<file path="src/rtl/teclado_pkg.sv">
// ---------------------------------------------------------------------------
// teclado_pkg
// Shared definitions for the keypad driver and its consumers.
//   NO_KEY     code presented by the driver while no key is pressed
//   KEY_BKSP   backspace key code
//   KEY_CLR    clear key code
//   estado_t   state encoding of the digit accumulator FSM
//   bin_w()    bit width needed to hold any N-digit decimal value
// ---------------------------------------------------------------------------
package teclado_pkg;

    localparam logic [4:0] NO_KEY   = 5'h1F;
    localparam logic [4:0] KEY_BKSP = 5'h0A;
    localparam logic [4:0] KEY_CLR  = 5'h0B;

    typedef enum logic {
        ESPERA = 1'b0,
        COMMIT = 1'b1
    } estado_t;

    // ceil(log2(10^n)): 10^n - 1 is the largest value, so $clog2(10^n) bits.
    function automatic int bin_w(input int n);
        int p;
        p = 1;
        for (int i = 0; i < n; i++) p = p * 10;
        return (p > 1) ? $clog2(p) : 1;
    endfunction

endpackage

</file>
<file path="src/rtl/detector_flanco.sv">
// ---------------------------------------------------------------------------
// detector_flanco
// One-bit rising-edge detector. o_rise is high in the cycle where i_d is 1
// and was 0 on the previous clock. RST_VAL sets the remembered level after
// reset; a 1 there suppresses an edge from a level already held high.
//   clk     system clock
//   rst     synchronous active-high reset
//   i_d     level input
//   o_rise  combinational rising-edge pulse
// ---------------------------------------------------------------------------
module detector_flanco #(
    parameter logic RST_VAL = 1'b0
) (
    input  logic clk,
    input  logic rst,
    input  logic i_d,
    output logic o_rise
);

    logic r_prev;

    always_ff @(posedge clk) begin
        if (rst) r_prev <= RST_VAL;
        else     r_prev <= i_d;
    end

    assign o_rise = i_d & ~r_prev;

endmodule

</file>
<file path="src/rtl/acumulador_digitos.sv">
// ---------------------------------------------------------------------------
// acumulador_digitos
// Collects up to N_DIG decimal key presses from the keypad driver into a
// packed BCD buffer (newest digit in bits [3:0]), with backspace and clear.
// An enter press commits the buffer to valor and pulses valor_valido.
//   clk           system clock
//   rst           synchronous active-high reset
//   digito        key code: 0-9 digit, KEY_BKSP, KEY_CLR, NO_KEY idle
//   enter         enter key level
//   buffer        live BCD digits
//   n_digitos     digits currently held
//   valor         last committed BCD value
//   valor_valido  one-cycle commit strobe
//   desborde      sticky: digit pressed while buffer full
//   valor_bin     binary of the committed value (BIN_OUT_EN only)
// Build option: define BIN_OUT_EN to add valor_bin; the commit then runs an
// N_DIG-cycle MSD-first acc*10+digit conversion before strobing.
// ---------------------------------------------------------------------------
module acumulador_digitos
    import teclado_pkg::KEY_BKSP, teclado_pkg::KEY_CLR, teclado_pkg::estado_t,
           teclado_pkg::ESPERA, teclado_pkg::COMMIT, teclado_pkg::bin_w;
#(
    parameter int         N_DIG  = 4,
    parameter logic [4:0] NO_KEY = 5'h1F
) (
    input  logic                 clk,
    input  logic                 rst,
    input  logic [4:0]           digito,
    input  logic                 enter,
    output logic [4*N_DIG-1:0]   buffer,
    output logic [3:0]           n_digitos,
    output logic [4*N_DIG-1:0]   valor,
    output logic                 valor_valido,
`ifdef BIN_OUT_EN
    output logic [bin_w(N_DIG)-1:0] valor_bin,
`endif
    output logic                 desborde
);

    localparam int W = 4 * N_DIG;

    estado_t        r_state, w_next;
    logic [W-1:0]   r_buf, r_valor;
    logic [3:0]     r_n;
    logic           r_vld, r_desb;
    logic [4:0]     r_prev_code;

    logic w_new_enter, w_new_key, w_is_dig, w_is_bksp, w_is_clr;

    // Enter remembers 1 through reset so a held enter does not commit.
    detector_flanco #(.RST_VAL(1'b1)) u_enter (
        .clk    (clk),
        .rst    (rst),
        .i_d    (enter),
        .o_rise (w_new_enter)
    );

    // A key only counts when the previous code was idle; a direct code change
    // (driver rollover) is not a new press.
    assign w_new_key = (digito != NO_KEY) && (r_prev_code == NO_KEY);
    assign w_is_dig  = w_new_key && (digito <= 5'd9);
    assign w_is_bksp = w_new_key && (digito == KEY_BKSP);
    assign w_is_clr  = w_new_key && (digito == KEY_CLR);

`ifdef BIN_OUT_EN
    localparam int BIN_W = bin_w(N_DIG);
    localparam int CNT_W = (N_DIG + 1 > 1) ? $clog2(N_DIG + 1) : 1;

    logic [CNT_W-1:0] r_cnt;
    logic [W-1:0]     r_conv;
    logic [BIN_W-1:0] r_acc, r_bin, w_acc_next;
    logic [3:0]       w_dig;
    logic             w_conv_done;

    // Step k (r_cnt = k, 1..N_DIG) consumes digit N_DIG-k, i.e. MSD first.
    assign w_dig       = 4'(r_conv >> (4 * (N_DIG - int'(r_cnt))));
    assign w_acc_next  = r_acc * BIN_W'(10) + BIN_W'(w_dig);
    assign w_conv_done = (r_cnt == CNT_W'(N_DIG));
    assign valor_bin   = r_bin;
`endif

    // ---- FSM ----
    always_ff @(posedge clk) begin
        if (rst) r_state <= ESPERA;
        else     r_state <= w_next;
    end

    always_comb begin
        w_next = r_state;
        case (r_state)
            ESPERA: if (w_new_enter) w_next = COMMIT;
`ifdef BIN_OUT_EN
            COMMIT: if (w_conv_done) w_next = ESPERA;
`else
            COMMIT: w_next = ESPERA;
`endif
            default: w_next = ESPERA;
        endcase
    end

    // ---- datapath ----
    always_ff @(posedge clk) begin
        if (rst) begin
            r_buf       <= '0;
            r_n         <= '0;
            r_valor     <= '0;
            r_vld       <= 1'b0;
            r_desb      <= 1'b0;
            r_prev_code <= NO_KEY;
`ifdef BIN_OUT_EN
            r_cnt       <= '0;
            r_conv      <= '0;
            r_acc       <= '0;
            r_bin       <= '0;
`endif
        end else begin
            r_prev_code <= digito;
            r_vld       <= 1'b0;
            case (r_state)
                ESPERA: begin
`ifdef BIN_OUT_EN
                    r_cnt <= '0;
`endif
                    // Enter takes priority; a key in the same cycle is lost.
                    if (!w_new_enter) begin
                        if (w_is_dig) begin
                            if (r_n < 4'(N_DIG)) begin
                                r_buf <= (r_buf << 4) | W'(digito[3:0]);
                                r_n   <= r_n + 4'd1;
                            end else begin
                                r_desb <= 1'b1;
                            end
                        end else if (w_is_bksp) begin
                            if (r_n != 4'd0) begin
                                r_buf <= r_buf >> 4;
                                r_n   <= r_n - 4'd1;
                            end
                        end else if (w_is_clr) begin
                            r_buf  <= '0;
                            r_n    <= '0;
                            r_desb <= 1'b0;
                        end
                    end
                end
                COMMIT: begin
`ifdef BIN_OUT_EN
                    r_cnt <= r_cnt + CNT_W'(1);
                    if (r_cnt == '0) begin
                        // Snapshot, then free the live buffer for display.
                        r_conv <= r_buf;
                        r_acc  <= '0;
                        r_buf  <= '0;
                        r_n    <= '0;
                        r_desb <= 1'b0;
                    end else begin
                        r_acc <= w_acc_next;
                    end
                    if (w_conv_done) begin
                        r_valor <= r_conv;
                        r_bin   <= w_acc_next;
                        r_vld   <= 1'b1;
                    end
`else
                    r_valor <= r_buf;
                    r_vld   <= 1'b1;
                    r_buf   <= '0;
                    r_n     <= '0;
                    r_desb  <= 1'b0;
`endif
                end
                default: ;
            endcase
        end
    end

    assign buffer       = r_buf;
    assign n_digitos    = r_n;
    assign valor        = r_valor;
    assign valor_valido = r_vld;
    assign desborde     = r_desb;

endmodule
</file>
<file path="config.mk">
export PLATFORM = sky130hd
export DESIGN_NAME = acumulador_digitos
export DESIGN_NICKNAME = d
export VERILOG_FILES = /design/src/rtl/teclado_pkg.sv /design/src/rtl/detector_flanco.sv /design/src/rtl/acumulador_digitos.sv
export SDC_FILE = /design/constraint.sdc
export NUM_CORES = 1
export LEC_CHECK = 0
export ABC_AREA = 1
export BUFFER_PORTS_ARGS = -buffer_cell sky130_fd_sc_hd__buf_2
export CAP_MARGIN = 20
export CORE_ASPECT_RATIO = 0.8
export CORE_MARGIN = 3
export CORE_UTILIZATION = 41
export DETAILED_ROUTE_END_ITERATION = 10
export PLACE_DENSITY = 0.61
export SYNTH_ARGS = -nofsm -noshare
export SYNTH_HDL_FRONTEND = slang
export SYNTH_SLANG_ARGS = --single-unit
</file>
<file path="constraint.sdc">
create_clock -name clk -period 2.1 [get_ports clk]
set_input_delay 0.525 -clock clk [delete_from_list [all_inputs] [get_ports clk]]
set_output_delay 0.525 -clock clk [all_outputs]
set_load 0.02 [all_outputs]
</file>
==> flow_metrics.env <==
export IMPL_status="finished, final reports clean"
export IMPL_grt_first_pass_wirelength_um=8500
export IMPL_gp_congestion=0.873
export IMPL_path_max_fanout=28
export IMPL_cts_sinks=45
export IMPL_synth_top_area_cell="dfxtp_1"
export IMPL_final_antenna_net_count=0
export IMPL_grt_pass1_vias=1739
export IMPL_crit_chain="inv_1, ha_1, inv_1, nor2_1, nand2_1, nor2_1, nor2_2, nand3_4, nand2_1, nand2_1, nor2_1"
export IMPL_synth_seq_cells=45
export IMPL_fin_cells=408
export IMPL_max_cap_violations=0
export IMPL_cts_hold_buf=0
export IMPL_hold_path_class="in -> reg"
export IMPL_synth_nets=313
export IMPL_grt_max_degree=29
export IMPL_clockBufferDepth=2
export IMPL_reg2reg_to="buffer[7]"
export IMPL_wl_um=5220
export IMPL_antenna_cells=0
export IMPL_syn_instance_count=302
export IMPL_ys_seq_area_frac=0.419
export IMPL_ios=46
export IMPL_synth_avg_cell_area_um2=7.13
export IMPL_synth_top_cell_area_share=0.419
export IMPL_start_util=0.447
export IMPL_required_ns=2.32
export IMPL_dpl_hpwl_um=3850
export IMPL_ir_drop_uv=523
export IMPL_cts_setup_buffers=0
export IMPL_wire_per_inst_um=12.8
export IMPL_yosysUniqueCellTypes=25
export IMPL_cellLeakagePower_nw=1.28
export IMPL_coreArea_um2=4820
export IMPL_antenna_found_initial=0
export IMPL_yosys_warnings=0
export IMPL_whs_ns=0.421
export IMPL_design_die_area_um2=6160
export IMPL_critPathSlowestCell="dfxtp_1"
export IMPL_port_buffers=45
export IMPL_ctsResizeCount=0
export IMPL_slew_violations=0
export IMPL_die_w_um=87
export IMPL_max_freq_mhz=571
export IMPL_viasPerCell=4.87
export IMPL_clock_skew_ns=0.00433
export IMPL_rsz0062_at_grt="false"
export IMPL_fp_dieH_um=70.8
export IMPL_slowest_delay_ns=0.40
export IMPL_layout_common_cells="nand2_1 (76), nor2_1 (46), dfxtp_1 (45), buf_2 (45), nand3_1 (31)"
export IMPL_clkTransAtPathRegs_ns=0.08
export IMPL_drive_above_1_share=0.227
export IMPL_tightest_slew_ns=0.457
export IMPL_min_period_over_period=0.834
export IMPL_grt_overflow_total=0
export IMPL_drc=0
export IMPL_rrSetupSlack_ns=0.35
export IMPL_yosys_top_cells_area="dfxtp_1 (42%), nand2_1 (13%), nor2_1 (8.0%)"
export IMPL_r2r_cells=11
export IMPL_syn_area_um2=2150
export IMPL_setup_viol=0
export IMPL_startpoint="n_digitos[0]"
export IMPL_syn2layout_area_growth_pct=18.5
export IMPL_cts_root_buf="clkbuf_8"
export IMPL_arrival_ns=1.98
export IMPL_final_common_cell="nand2_1"
export IMPL_dpl_cell_count=401
export IMPL_slew_limit_headroom=0.693
export IMPL_cts_tree="yes"
export IMPL_rows=22
export IMPL_htreeDepth=2
export IMPL_cts_buffers=5
export IMPL_drt_iter0_markers=126
export IMPL_grt_use_total=0.170
export IMPL_insertion_delay_ns=0.29
export IMPL_firstDrtPassIters=4
export IMPL_setup_tns_ns=0
export IMPL_cp_end_kind="register"
export IMPL_via_count=1987
export IMPL_nNetsFinal=359
export IMPL_rr_startpoint="n_digitos[0]"
export IMPL_critPathKind="reg -> reg"
export IMPL_hold_viol_final=0
export IMPL_final_util=0.529
export IMPL_endpoint="buffer[7]"
export IMPL_setup_worst_path_start_class="register"
export IMPL_powerDensity_nw_per_um2=730
export IMPL_fin_crit_ns=1.75
-- layout make-up --
class / instances / area, um^2
clock buffers: 5 / 68.8
well taps: 60 / 75.1
inverters: 32 / 120
repair buffers: 52 / 290
fillers: 486 / 2270
multi-input cells: 212 / 1060
clock inverters: 2 / 35.0
flip-flops and latches: 45 / 901
-- worst max-delay path, delay by kind of cell, from the launching register on --
family | cells | cell delay, ns
fa+ha+maj | 1 | 0.21
buf+inv | 2 | 0.18
flops | 1 | 0.40
simple gates | 8 | 0.92
-- cell usage after synthesis --
| cell | number |
|---|---|
| buf_2 | 6 |
| nand3_2 | 1 |
| buf_6 | 2 |
| clkinv_1 | 1 |
| o21ai_2 | 1 |
| o22ai_1 | 9 |
| o21ai_0 | 18 |
| nand3_4 | 3 |
| clkbuf_1 | 5 |
| nor2_1 | 46 |
| nor2_2 | 2 |
| inv_1 | 28 |
| nor3_1 | 1 |
| nand4_1 | 5 |
| nor2_8 | 1 |
| inv_2 | 3 |
| xor2_1 | 3 |
| nand3_1 | 31 |
| nand2_1 | 76 |
| dfxtp_1 | 45 |
| nand2_2 | 5 |
| nor3_4 | 1 |
| nor2_4 | 3 |
| ha_1 | 3 |
| a21oi_1 | 3 |
-- worst min-delay path by stage --
stage / cells past startpoint / slack, ns / start / end
final: 3 / 0.42 / enter / u_enter.r_prev
after global routing: 3 / 0.45 / enter / u_enter.r_prev
after CTS: 3 / 0.42 / enter / u_enter.r_prev
after detailed placement: 2 / 0.46 / valor[12] / valor[12]
after global placement: 2 / 0.45 / desborde / desborde
after floorplan: 3 / 0.51 / u_enter.r_prev / r_state
-- cell families after synthesis --
| kind of cell | share of synthesized area |
|---|---|
| simple gates | 0.384 |
| buf+inv | 0.0890 |
| xor+xnor | 0.0122 |
| flops | 0.419 |
| fa+ha+maj | 0.0174 |
| compound gates | 0.0791 |
-- state kept, by name (all words and copies together) (netlist names) --
| register | count |
|---|---|
| u_enter.r_prev | 1 |
| valor | 16 |
| desborde | 1 |
| valor_valido | 1 |
| n_digitos | 4 |
| r_prev_code | 5 |
| r_state | 1 |
| buffer | 16 |
-- where the power goes --
group,switching (W),internal (W),total (W)
logic,0.000211,0.0000997,0.000311
clock network,0.000280,0.000346,0.000626
registers,0.0000332,0.000891,0.000924
total,0.000524,0.00134,0.00186
-- metal layers --
metal,up-vias,GRT usage,part of all wire
met4,0,0.0208,0.0025
met2,48,0.254,0.43
met1,886,0.259,0.52
met5,-,0,0
li1,1051,-,-
met3,2,0.0349,0.049
-- per-stage QoR --
stage                     power [W]  area [um^2]  setup WS [ns]
final                       0.00186         2550          0.348
after global routing        0.00194         2550          0.180
after CTS                   0.00187         2550          0.344
after detailed placement    0.00125         2450          0.193
after global placement      0.00125         2450          0.231
after floorplan             0.00116         2150          0.439
(Power assumes the default switching activity.)
